==> src/rtl/bin2qdi_pkg.sv <==
// rtl/bin2qdi_pkg.sv - shared types and helpers for the binary-to-QDI bus bridge
//
// Contents:
//   state_e   : handshake FSM states (S_WAITEN, S_IDLE, S_DATA)
//   enc_1of4  : 2-bit binary value to one-hot 1-of-4 rail pattern

package bin2qdi_pkg;

  typedef enum logic [1:0] {
    S_WAITEN = 2'd0,  // rails neutral, waiting for the receiver to re-enable
    S_IDLE   = 2'd1,  // rails neutral, receiver ready, waiting for data
    S_DATA   = 2'd2   // rails carry a valid codeword, waiting for acknowledge
  } state_e;

  // 00 -> 0001, 01 -> 0010, 10 -> 0100, 11 -> 1000
  function automatic logic [3:0] enc_1of4(input logic [1:0] b);
    logic [3:0] r;
    r = '0;
    r[b] = 1'b1;
    return r;
  endfunction

endpackage

==> src/rtl/qdi_sync.sv <==
// rtl/qdi_sync.sv - multi-flop synchroniser for a single asynchronous level
//
// Ports:
//   clk_i  : sampling clock
//   rst_ni : asynchronous active-low reset, clears every stage to 0
//   d_i    : asynchronous input level
//   q_o    : synchronised level, STAGES clock edges behind d_i

module qdi_sync #(
  parameter int STAGES = 2
) (
  input  logic clk_i,
  input  logic rst_ni,
  input  logic d_i,
  output logic q_o
);

  logic [STAGES-1:0] sync_q;

  always_ff @(posedge clk_i or negedge rst_ni) begin
    if (!rst_ni) begin
      sync_q <= '0;
    end else begin
      sync_q <= {sync_q[STAGES-2:0], d_i};
    end
  end

  assign q_o = sync_q[STAGES-1];

endmodule

==> src/rtl/bin2qdi_bus.sv <==
// rtl/bin2qdi_bus.sv - clocked binary producer to four-phase e1of4 QDI channel bridge
//
// Ports:
//   CLK       : single clock, all state on rising edge
//   RESETn    : asynchronous active-low reset
//   din       : binary word, 2*DIGITS bits
//   din_valid : producer offers din
//   din_ready : FIFO not full; word moves when din_valid && din_ready
//   R         : e1of4 rails, digit k on R[4k+3:4k], register-driven
//   Re        : right enable from the QDI receiver, asynchronous to CLK
//   err       : sticky flag, receiver acknowledged while no data was offered
//   tok_cnt   : completed four-phase tokens, wraps silently

module bin2qdi_bus
  import bin2qdi_pkg::*;
#(
  parameter int DIGITS      = 2,
  parameter int DEPTH       = 4,
  parameter int SYNC_STAGES = 2,
  parameter int CNT_W       = 16
) (
  input  logic                  CLK,
  input  logic                  RESETn,
  input  logic [2*DIGITS-1:0]   din,
  input  logic                  din_valid,
  output logic                  din_ready,
  output logic [4*DIGITS-1:0]   R,
  input  logic                  Re,
  output logic                  err,
  output logic [CNT_W-1:0]      tok_cnt
);

  localparam int             AW       = $clog2(DEPTH);
  localparam logic [AW:0]    FULL_CNT = (AW+1)'(DEPTH);
  localparam logic [AW:0]    CNT_ONE  = (AW+1)'(1);
  localparam logic [AW-1:0]  PTR_ONE  = AW'(1);

  // ---------------------------------------------------------------
  // Re synchroniser
  // ---------------------------------------------------------------
  logic re_s;

  qdi_sync #(
    .STAGES (SYNC_STAGES)
  ) u_re_sync (
    .clk_i  (CLK),
    .rst_ni (RESETn),
    .d_i    (Re),
    .q_o    (re_s)
  );

  // ---------------------------------------------------------------
  // Input FIFO
  // ---------------------------------------------------------------
  logic [2*DIGITS-1:0] mem_q [DEPTH];
  logic [AW-1:0]       wr_ptr_q, rd_ptr_q;
  logic [AW:0]         count_q, count_d;
  logic                ready_q, ready_d;
  logic                push, pop, empty;

  assign push  = din_valid && ready_q;
  assign empty = (count_q == '0);

  always_comb begin
    count_d = count_q;
    if (push && !pop) begin
      count_d = count_q + CNT_ONE;
    end else if (!push && pop) begin
      count_d = count_q - CNT_ONE;
    end
  end

  // Ready is registered from the post-edge occupancy so it never has a
  // combinational path from the FSM's pop decision.
  assign ready_d = (count_d != FULL_CNT);

  always_ff @(posedge CLK) begin
    if (push) begin
      mem_q[wr_ptr_q] <= din;
    end
  end

  always_ff @(posedge CLK or negedge RESETn) begin
    if (!RESETn) begin
      wr_ptr_q <= '0;
      rd_ptr_q <= '0;
      count_q  <= '0;
      ready_q  <= 1'b0;
    end else begin
      if (push) wr_ptr_q <= wr_ptr_q + PTR_ONE;
      if (pop)  rd_ptr_q <= rd_ptr_q + PTR_ONE;
      count_q <= count_d;
      ready_q <= ready_d;
    end
  end

  // ---------------------------------------------------------------
  // Head-of-FIFO encoding
  // ---------------------------------------------------------------
  logic [2*DIGITS-1:0] head;
  logic [4*DIGITS-1:0] head_enc;

  assign head = mem_q[rd_ptr_q];

  always_comb begin
    head_enc = '0;
    for (int k = 0; k < DIGITS; k++) begin
      head_enc[4*k +: 4] = enc_1of4(head[2*k +: 2]);
    end
  end

  // ---------------------------------------------------------------
  // Four-phase handshake FSM
  // ---------------------------------------------------------------
  state_e              state_q, state_d;
  logic [4*DIGITS-1:0] r_q, r_d;
  logic                err_q, err_d;
  logic [CNT_W-1:0]    tok_q, tok_d;

  always_comb begin
    state_d = state_q;
    r_d     = r_q;
    err_d   = err_q;
    tok_d   = tok_q;
    pop     = 1'b0;
    unique case (state_q)
      S_WAITEN: begin
        r_d = '0;
        if (re_s) state_d = S_IDLE;
      end
      S_IDLE: begin
        r_d = '0;
        // An acknowledge with neutral rails is a protocol violation; it
        // wins over a pop so no word is lost into a broken handshake.
        if (!re_s) begin
          err_d   = 1'b1;
          state_d = S_WAITEN;
        end else if (!empty) begin
          pop     = 1'b1;
          r_d     = head_enc;
          state_d = S_DATA;
        end
      end
      S_DATA: begin
        if (!re_s) begin
          r_d     = '0;
          tok_d   = tok_q + CNT_W'(1);
          state_d = S_WAITEN;
        end
      end
      default: begin
        r_d     = '0;
        state_d = S_WAITEN;
      end
    endcase
  end

  always_ff @(posedge CLK or negedge RESETn) begin
    if (!RESETn) begin
      state_q <= S_WAITEN;
      r_q     <= '0;
      err_q   <= 1'b0;
      tok_q   <= '0;
    end else begin
      state_q <= state_d;
      r_q     <= r_d;
      err_q   <= err_d;
      tok_q   <= tok_d;
    end
  end

  assign din_ready = ready_q;
  assign R         = r_q;
  assign err       = err_q;
  assign tok_cnt   = tok_q;

endmodule

==> config.mk <==
export PLATFORM = sky130hd
export DESIGN_NAME = bin2qdi_bus
export DESIGN_NICKNAME = d
export VERILOG_FILES = /design/src/rtl/bin2qdi_pkg.sv /design/src/rtl/qdi_sync.sv /design/src/rtl/bin2qdi_bus.sv
export SDC_FILE = /design/constraint.sdc
export NUM_CORES = 1
export LEC_CHECK = 0
export ABC_AREA = 0
export ABC_CLOCK_PERIOD_IN_PS = 4600
export CAP_MARGIN = 5
export CORE_MARGIN = 8
export CORE_UTILIZATION = 57
export DETAILED_ROUTE_END_ITERATION = 16
export HOLD_SLACK_MARGIN = 0.15
export PLACE_DENSITY_LB_ADDON = 0.1
export SLEW_MARGIN = 20
export SYNTH_ARGS = -nofsm -noshare
export SYNTH_HDL_FRONTEND = slang
export SYNTH_HIERARCHICAL = 1
export SYNTH_SLANG_ARGS = --single-unit
==> constraint.sdc <==
create_clock -name CLK -period 4.6 [get_ports CLK]
set_clock_uncertainty 0.2 [all_clocks]
set_input_delay 0.92 -clock CLK [delete_from_list [all_inputs] [get_ports CLK]]
set_output_delay 0.92 -clock CLK [all_outputs]
set_load 0.01 [all_outputs]
# Word-level counts from Yosys, hierarchy flattened
# Memories as Yosys holds them, arrays and structs flattened.
# Cells that the tools add are included.
# op_classes
n_addsub	5
mul	0
div_mod_pow	0
magnitude_cmp	4
eq_ne	6
shifts	0
mux	20
n_bitwise	1
n_reduce_logical	12
# op_table
cell	n
$mux 8	3
$add 16x1->16 const B	1
$pmux 8 s2	1
$mux 2	4
$mux 1	7
$lt 2x3->1 const B	2
$mux 3	2
$ne 3x3->1 const B	2
$pmux 2 s3	1
$logic_and 1x1->1	5
$add 2x1->2 const B	2
$demux 1 s2	2
$ge 2x1->1 const B	2
$reduce_and 2->1	2
$add 3x1->3 const B	1
$logic_not 3->1	1
$reduce_and 3->1	1
$sub 3x1->3 const B	1
$eq 2x1->1 const B	1
$eq 2x2->1 const B	1
$logic_not 1->1	2
$logic_not 2->1	1
$ne 2x1->1 const B	1
$ne 2x2->1 const B	1
$not 1->1	1
# totals
ff_bits	37
latch_bits	0
ram_bits	16
romBits	0
input_bits	8
out_inout_bits	26
mem_count	1
# memory_table
memory	words	width	rd	rd_clocked_by_memory_dff	wr	line_no	rtl
mem_q	4	4	1	0	1	bin2qdi_bus.sv:55	logic [2*DIGITS-1:0] mem_q [DEPTH];

# Logic depth before layout (Yosys ltp)
# Gate-level depths: netlist of the first run.
# logic_depth
depth_word	8
mapped_depth	6
mapped_depth_nobuf	6

# Modules after synthesis
# The synthesis of the first run kept the hierarchy.
# by_module_without_submodules
mod	n_inst	cells_per_inst	area_each_um2	seq_area_each_um2
bin2qdi_bus	1	172	2278.4	1356.3
qdi_sync	1	2	50.0	50.0

# Worst setup path after synthesis of the first run
# No wires, ideal clock.
# synth_path
kind	input port to flip-flop
startpoint	input din_valid
endpoint	register ready_q (netlist: din_ready)
arrival_time_ns	2.092
t_required_ns	4.261
slack_ns	2.169
path_stages	5
n_path_buf	1
cell_sequence	and2_4 > buf_6 > o41ai_2 > o32ai_1 > or4b_1
# synth_between
elab_chain_len	6
elab_cells_between_ends	7
classes_between	eq/ne (1); mux (2); reduce/logical (4)
# synth_lines
element	line_no	rtl
start, declared	bin2qdi_bus.sv:25	input logic din_valid,
$logic_and 1x1->1 *	bin2qdi_bus.sv:61	assign push = din_valid && ready_q;
$logic_not 1->1	bin2qdi_bus.sv:68	end else if (!push && pop) begin
$logic_and 1x1->1	bin2qdi_bus.sv:68	
$mux 3	bin2qdi_bus.sv:68	
$mux 3 *	bin2qdi_bus.sv:66	if (push && !pop) begin
via count_d[1]	bin2qdi_bus.sv:57	logic [AW:0] count_q, count_d;
$ne 3x3->1 *	bin2qdi_bus.sv:75	assign ready_d = (count_d != FULL_CNT);
via ready_d	bin2qdi_bus.sv:58	logic ready_q, ready_d;
end signal, assigned	bin2qdi_bus.sv:93	ready_q <= ready_d;
end, declared	bin2qdi_bus.sv:58	
# Mark *: on every way through the listed nets, which the timed path passes. The rest lies on a longest branch.
# A chain may end at the register's enable or synchronous reset.

# Worst setup path after layout of the first run
# Same ends and word-level chain as after synthesis.

==> results.toml, run 1 <==
[clocking]
clk_pin_slew_ns = 0.09
cts_sinks = 53
clock_latency_ns = 0.30
cts_hold_buf = 0
cts.path.max_buffers = 2
postCtsSetupRepairBufs = 0
cts_root_buf = "clkbuf_8"
cts_buffers = 5
cts_resized = 0
h-tree-depth = 2
cts_tree = "yes"

[synthesis]
synth_flop_cell = "dfrtp_1"
ys_ff_latch = 53
synth_fp_nets = 190
synthTopCellsByArea = "dfrtp_1 (40%), edfxtp_1 (21%), xnor2_1 (5.3%)"
synth_edf_count = 16
avgSynthCellArea_um2 = 13.4
synth_top_cell_area_share_pct = 39.8
yosysWarnings = 6
seq_area_frac_synth_pct = 60.4
ys_types = 43
syn_inst = 174
yosys.area.top_type = "dfrtp_1"
synth.cell_area_um2 = 2330
async_reset_ff_share_pct = 69.8

[hold_path]
hp-start = "u_re_sync/sync_q[0]"
hold_path_class = "flop to flop"

[grt]
overflow = 0
globalRouteTotalUtil_pct = 15.2
grt_first_pass_wirelength_mm = 7.56
grt_max_degree = 38
grt_pass1_vias = 1550
antenna_found_initial = 0

[sta]
maxSlewViolCount = 0
period_minus_slack_ns = 2.72
rsz0062_at_grt = "no"
final_hold_viol_count = 0
fin_crit_sh_pct = 59.0
tightest_slew_ns = 0.591
setup_ws_ns = 1.88
holdWs_ns = 0.157
fmax_mhz = 368
setup_viol = 0
tns_ns = 0
relSlewSlack_pct = 60.1

[cells_and_area]
nFillCells = 312
seqCellArea_um2 = 1410
antenna_cells = 0
final_cell_mix = "dfrtp_1 (37), clkdlybuf4s50_1 (33), edfxtp_1 (16), nand2_1 (14), xnor2_1 (14)"
multiInputGateArea_um2 = 866
drive_above_1_share_pct = 10.8
mostFrequentLayoutCell = "dfrtp_1"
nets = 227
areaGrowthSynthToFinish_pct = 20.0
fin_util_pct = 70.4

[critical_path]
r2r_start = "count_q[1]"
startpoint_type = "input port"
critPathMaxFanout = 8
worstSetupStartpoint = "din_valid"
cp-end-kind = "flop"
worstPathRequired_ns = 4.57
crit_type = "input port to flop"
crit_arrival_ns = 2.69

[placement]
place.gp.congestion = 0.927
port_buffers = 33
post-place-ws_ns = 1.58
dp_hpwl_mm = 3.31

[floorplan]
die_y_um = 79.9
die_w_um = 79.9
start_util_pct = 58.6
ios = 34
die-area_um2 = 6390
rows = 23
core_um2 = 3970

[detailed_routing]
drtIter0Drc = 80
drt-total-wl_mm = 4.40
drtPass1Iterations = 4
drt-vias-per-instance = 5.58
route.detailed.drc = 0
ant_nets = 0
num_vias = 1462
wl_per_cell_um = 16.8

[power_and_ir_drop]
leakagePower_nw = 1.18
power_density_nw_per_um2 = 484
worst_ir_drop_vdd_mv = 0.335

[run_status]
status = "complete, no violations"

[run]
cap_viol_max_count = 0
through the flow:
step | instances | cell area (µm²) | power [W]
2_1_floorplan | 174 | 2330 | 0.000955
3_3_place_gp | 254 | 2700 | 0.00108
3_5_place_dp | 254 | 2700 | 0.00111
4_1_cts | 262 | 2790 | 0.00136
5_1_grt | 262 | 2790 | 0.00145
6_report | 262 | 2790 | 0.00135
cell type report:
class                      count  area share (%)
clock buffer                   6            2.96
clock inverter                 2           0.313
inverter                       8            1.07
multi-input combinational    109            31.0
sequential                    53            50.3
tap                           50            2.24
timing repair buffer          34            12.1
worst paths after layout:
check | slack (ns) | depth (start not counted) | endpoint
setup / recovery | 1.88 | 5 | din_ready
hold / removal | 0.16 | 0 | u_re_sync/sync_q[1]
setup reg to reg | 2.17 | 6 | din_ready
hold reg to reg | 0.16 | 0 | u_re_sync/sync_q[1]
max in group asynchronous | 3.02 | 2 | u_re_sync/sync_q[0]
min in group asynchronous | 0.84 | 2 | R[2]
synthesized netlist by cell type (all sizes together), types with 2 or more instances:
master and number:
a21oi 3, a22o 2, a32o 2, and2 2
and3 9, and4 2, buf 2, clkbuf 2
dfrtp 37, edfxtp 16, ha 8, inv 8
mux4 4, nand2 14, nand2b 2, nand3 4
nand4 5, nor2 7, nor2b 2, nor3 2
o21ai 3, o31ai 3, or2 2, xnor2 14
xor2 7
worst max-delay path, stage by stage:
cell and delay, ns:
clkdlybuf4s50_1 0.51, and2_4 0.24, o41ai_2 0.32, o32ai_1 0.16
or4b_1 0.54
flip-flops by register name (all words and copies together) (netlist names):
| signal | count |
|---|---|
| u_re_sync/sync_q | 2 |
| R | 8 |
| tok_cnt | 16 |
| mem_q | 16 |
| err | 1 |
| state_q | 2 |
| count_q | 3 |
| rd_ptr_q | 2 |
| wr_ptr_q | 2 |
| din_ready | 1 |
power breakdown:
group / total, W / switching, W / internal, W
combinational: 0.000413 / 0.000205 / 0.000208
clock: 0.000260 / 0.000140 / 0.000119
sequential: 0.000680 / 0.0000988 / 0.000582
total: 0.00135 / 0.000444 / 0.000909
routing by layer:
metal  GRT usage [%]  part of all wire (%)  up-vias
li1                -                     -      695
met1            18.3                    43      732
met2            24.9                    50       27
met3            4.95                   5.4        8
met4            5.64                   1.7        0
met5               0                     0        -
cell families (layout without fill, tap and decap cells):
logic type	Yosys count	in the layout	share of synthesized area [%]
flops	53	53	60.4
simple gates	55	55	13.9
mux	5	5	4.35
buf+inv	12	50	2.42
xor+xnor	21	21	7.90
compound gates	20	20	6.72
fa+ha+maj	8	8	4.30
Note: power is estimated with default switching activity, not from simulation.
==> run 2, diff against run 1 <==
--- a/config.mk
+++ b/config.mk
@@ -6,10 +6,10 @@
 export NUM_CORES = 1
 export LEC_CHECK = 0
 export ABC_AREA = 0
-export ABC_CLOCK_PERIOD_IN_PS = 4600
+export ABC_CLOCK_PERIOD_IN_PS = 2700
 export CAP_MARGIN = 5
 export CORE_MARGIN = 8
-export CORE_UTILIZATION = 57
+export CORE_UTILIZATION = 53
 export DETAILED_ROUTE_END_ITERATION = 16
 export HOLD_SLACK_MARGIN = 0.15
 export PLACE_DENSITY_LB_ADDON = 0.1
==> constraint.sdc (replaced) <==
create_clock -name CLK -period 2.7 [get_ports CLK]
set_clock_uncertainty 0.2 [all_clocks]
set_input_delay 0.54 -clock CLK [delete_from_list [all_inputs] [get_ports CLK]]
set_output_delay 0.54 -clock CLK [all_outputs]
set_load 0.01 [all_outputs]
==> run 2 against run 1 <==
  * Sequential power increased by 71%
  * Cell area about the same
  * First-iteration DRC count increased by 3.8%
  * Largest cell class unchanged
==> results.toml, run 2 (synthesized netlist as in run 1, its figures left out) <==
[run_status]
status = "complete, no violations"

[detailed_routing]
drtPass1Iterations = 4
drt-total-wl_mm = 4.26
wl_per_cell_um = 16.1
ant_nets = 0
drt-vias-per-instance = 5.51
drtIter0Drc = 83
num_vias = 1459
route.detailed.drc = 0

[cells_and_area]
antenna_cells = 0
areaGrowthSynthToFinish_pct = 20.0
mostFrequentLayoutCell = "dfrtp_1"
drive_above_1_share_pct = 11.3
final_cell_mix = "dfrtp_1 (37), clkdlybuf4s50_1 (33), edfxtp_1 (16), nand2_1 (14), xnor2_1 (14)"
nets = 228

[clocking]
postCtsSetupRepairBufs = 0
cts.path.max_buffers = 2
clk_pin_slew_ns = 0.09
h-tree-depth = 2
cts_hold_buf = 0
clock_latency_ns = 0.30
cts_buffers = 5
cts_tree = "yes"
cts_resized = 0
cts_sinks = 53
cts_root_buf = "clkbuf_8"

[critical_path]
critPathMaxFanout = 4
slowest_stage = "o311ai_0"
cp-end-kind = "flop"
crit_arrival_ns = 2.39
worstPathRequired_ns = 2.67
crit_type = "flop to flop"
reg2reg_slack_ns = 0.28
path_cells = "inv_1 -> ha_1 -> nor2b_1 -> o311ai_0 -> a21oi_1 -> or4b_1"
cp_top_family = "simple AND/OR/NAND/NOR gates"
startpoint_type = "flop"
slowest_delay_ns = 0.52
critPathBufInv = 1

[grt]
grt_first_pass_wirelength_mm = 6.95
antenna_found_initial = 0
overflow = 0
grt_pass1_vias = 1421
globalRouteTotalUtil_pct = 13.5
grt_max_degree = 38

[placement]
port_buffers = 33
place.gp.congestion = 0.907
dp_hpwl_mm = 3.21

[power_and_ir_drop]
leakagePower_nw = 1.18
power_density_nw_per_um2 = 817
worst_ir_drop_vdd_mv = 0.540

[sta]
setup_viol = 0
fin_crit_sh_pct = 89.6
maxSlewViolCount = 0
period_minus_slack_ns = 2.42
relSlewSlack_pct = 63.0
rsz0062_at_grt = "no"
tns_ns = 0
holdWs_ns = 0.162
tightest_slew_ns = 0.548
fmax_mhz = 413
final_hold_viol_count = 0

[floorplan]
die-area_um2 = 6770
ios = 34
die_w_um = 82.3
start_util_pct = 54.2
core_um2 = 4290
die_y_um = 82.3
rows = 24

[run]
cap_viol_max_count = 0

[hold_path]
hold_path_class = "flop to flop"
run 2: changes by cell type in the layout (fill, tap and decap cells not counted), sizes merged:
cell | previous run | this run
buf | 1 | 2
run 2: final timing paths:
check                      cells past startpoint             endpoint                 from
hold reg to reg                                0  u_re_sync/sync_q[1]  u_re_sync/sync_q[0]
hold / removal                                 0  u_re_sync/sync_q[1]  u_re_sync/sync_q[0]
setup / recovery                               6            din_ready           count_q[1]
max in group asynchronous                      2  u_re_sync/sync_q[0]               RESETn
setup reg to reg                               6            din_ready           count_q[1]
min in group asynchronous                      2                 R[7]               RESETn
run 2: power by group:
part           switching [W]  total (W)  internal (W)
Combinational       0.000352   0.000707      0.000355
Sequential          0.000165    0.00116      0.000991
Clock               0.000239   0.000419      0.000180
Total               0.000756    0.00228       0.00153
run 2: area by class of cell:
cell class,count,area (µm²)
Tap cell,52,65.1
Timing Repair Buffer,35,345
Sequential cell,53,1410
Inverter,8,30.0
Multi-Input combinational cell,109,866
Clock buffer,6,72.6
Fill cell,335,1500
Clock inverter,2,10.0
run 2: per-layer routing:
layer	up-vias	routed length, µm	track usage, %
met5	-	0	0
met4	0	51	4.21
met3	6	291	4.11
met2	36	2090	21.8
met1	716	1830	16.9
li1	701	-	-
run 2: worst reg2reg max path, stage by stage, from the launching register on:
cell and delay, ns:
dfrtp_1 0.42, inv_1 0.11, ha_1 0.20, nor2b_1 0.19, o311ai_0 0.52, a21oi_1 0.15, or4b_1 0.52
run 2: per-stage QoR:
step	total power (W)	setup WS, ns	cells	instance area (µm²)	util, %
global route	0.00243	0.113	265	2800	65.1
finish	0.00228	0.281	265	2800	65.1
detailed placement	0.00188	0.199	257	2710	63.2
CTS	0.00231	0.292	265	2800	65.1
floorplan	0.00163	0.541	174	2330	-
global placement	0.00184	0.263	257	2710	63.2
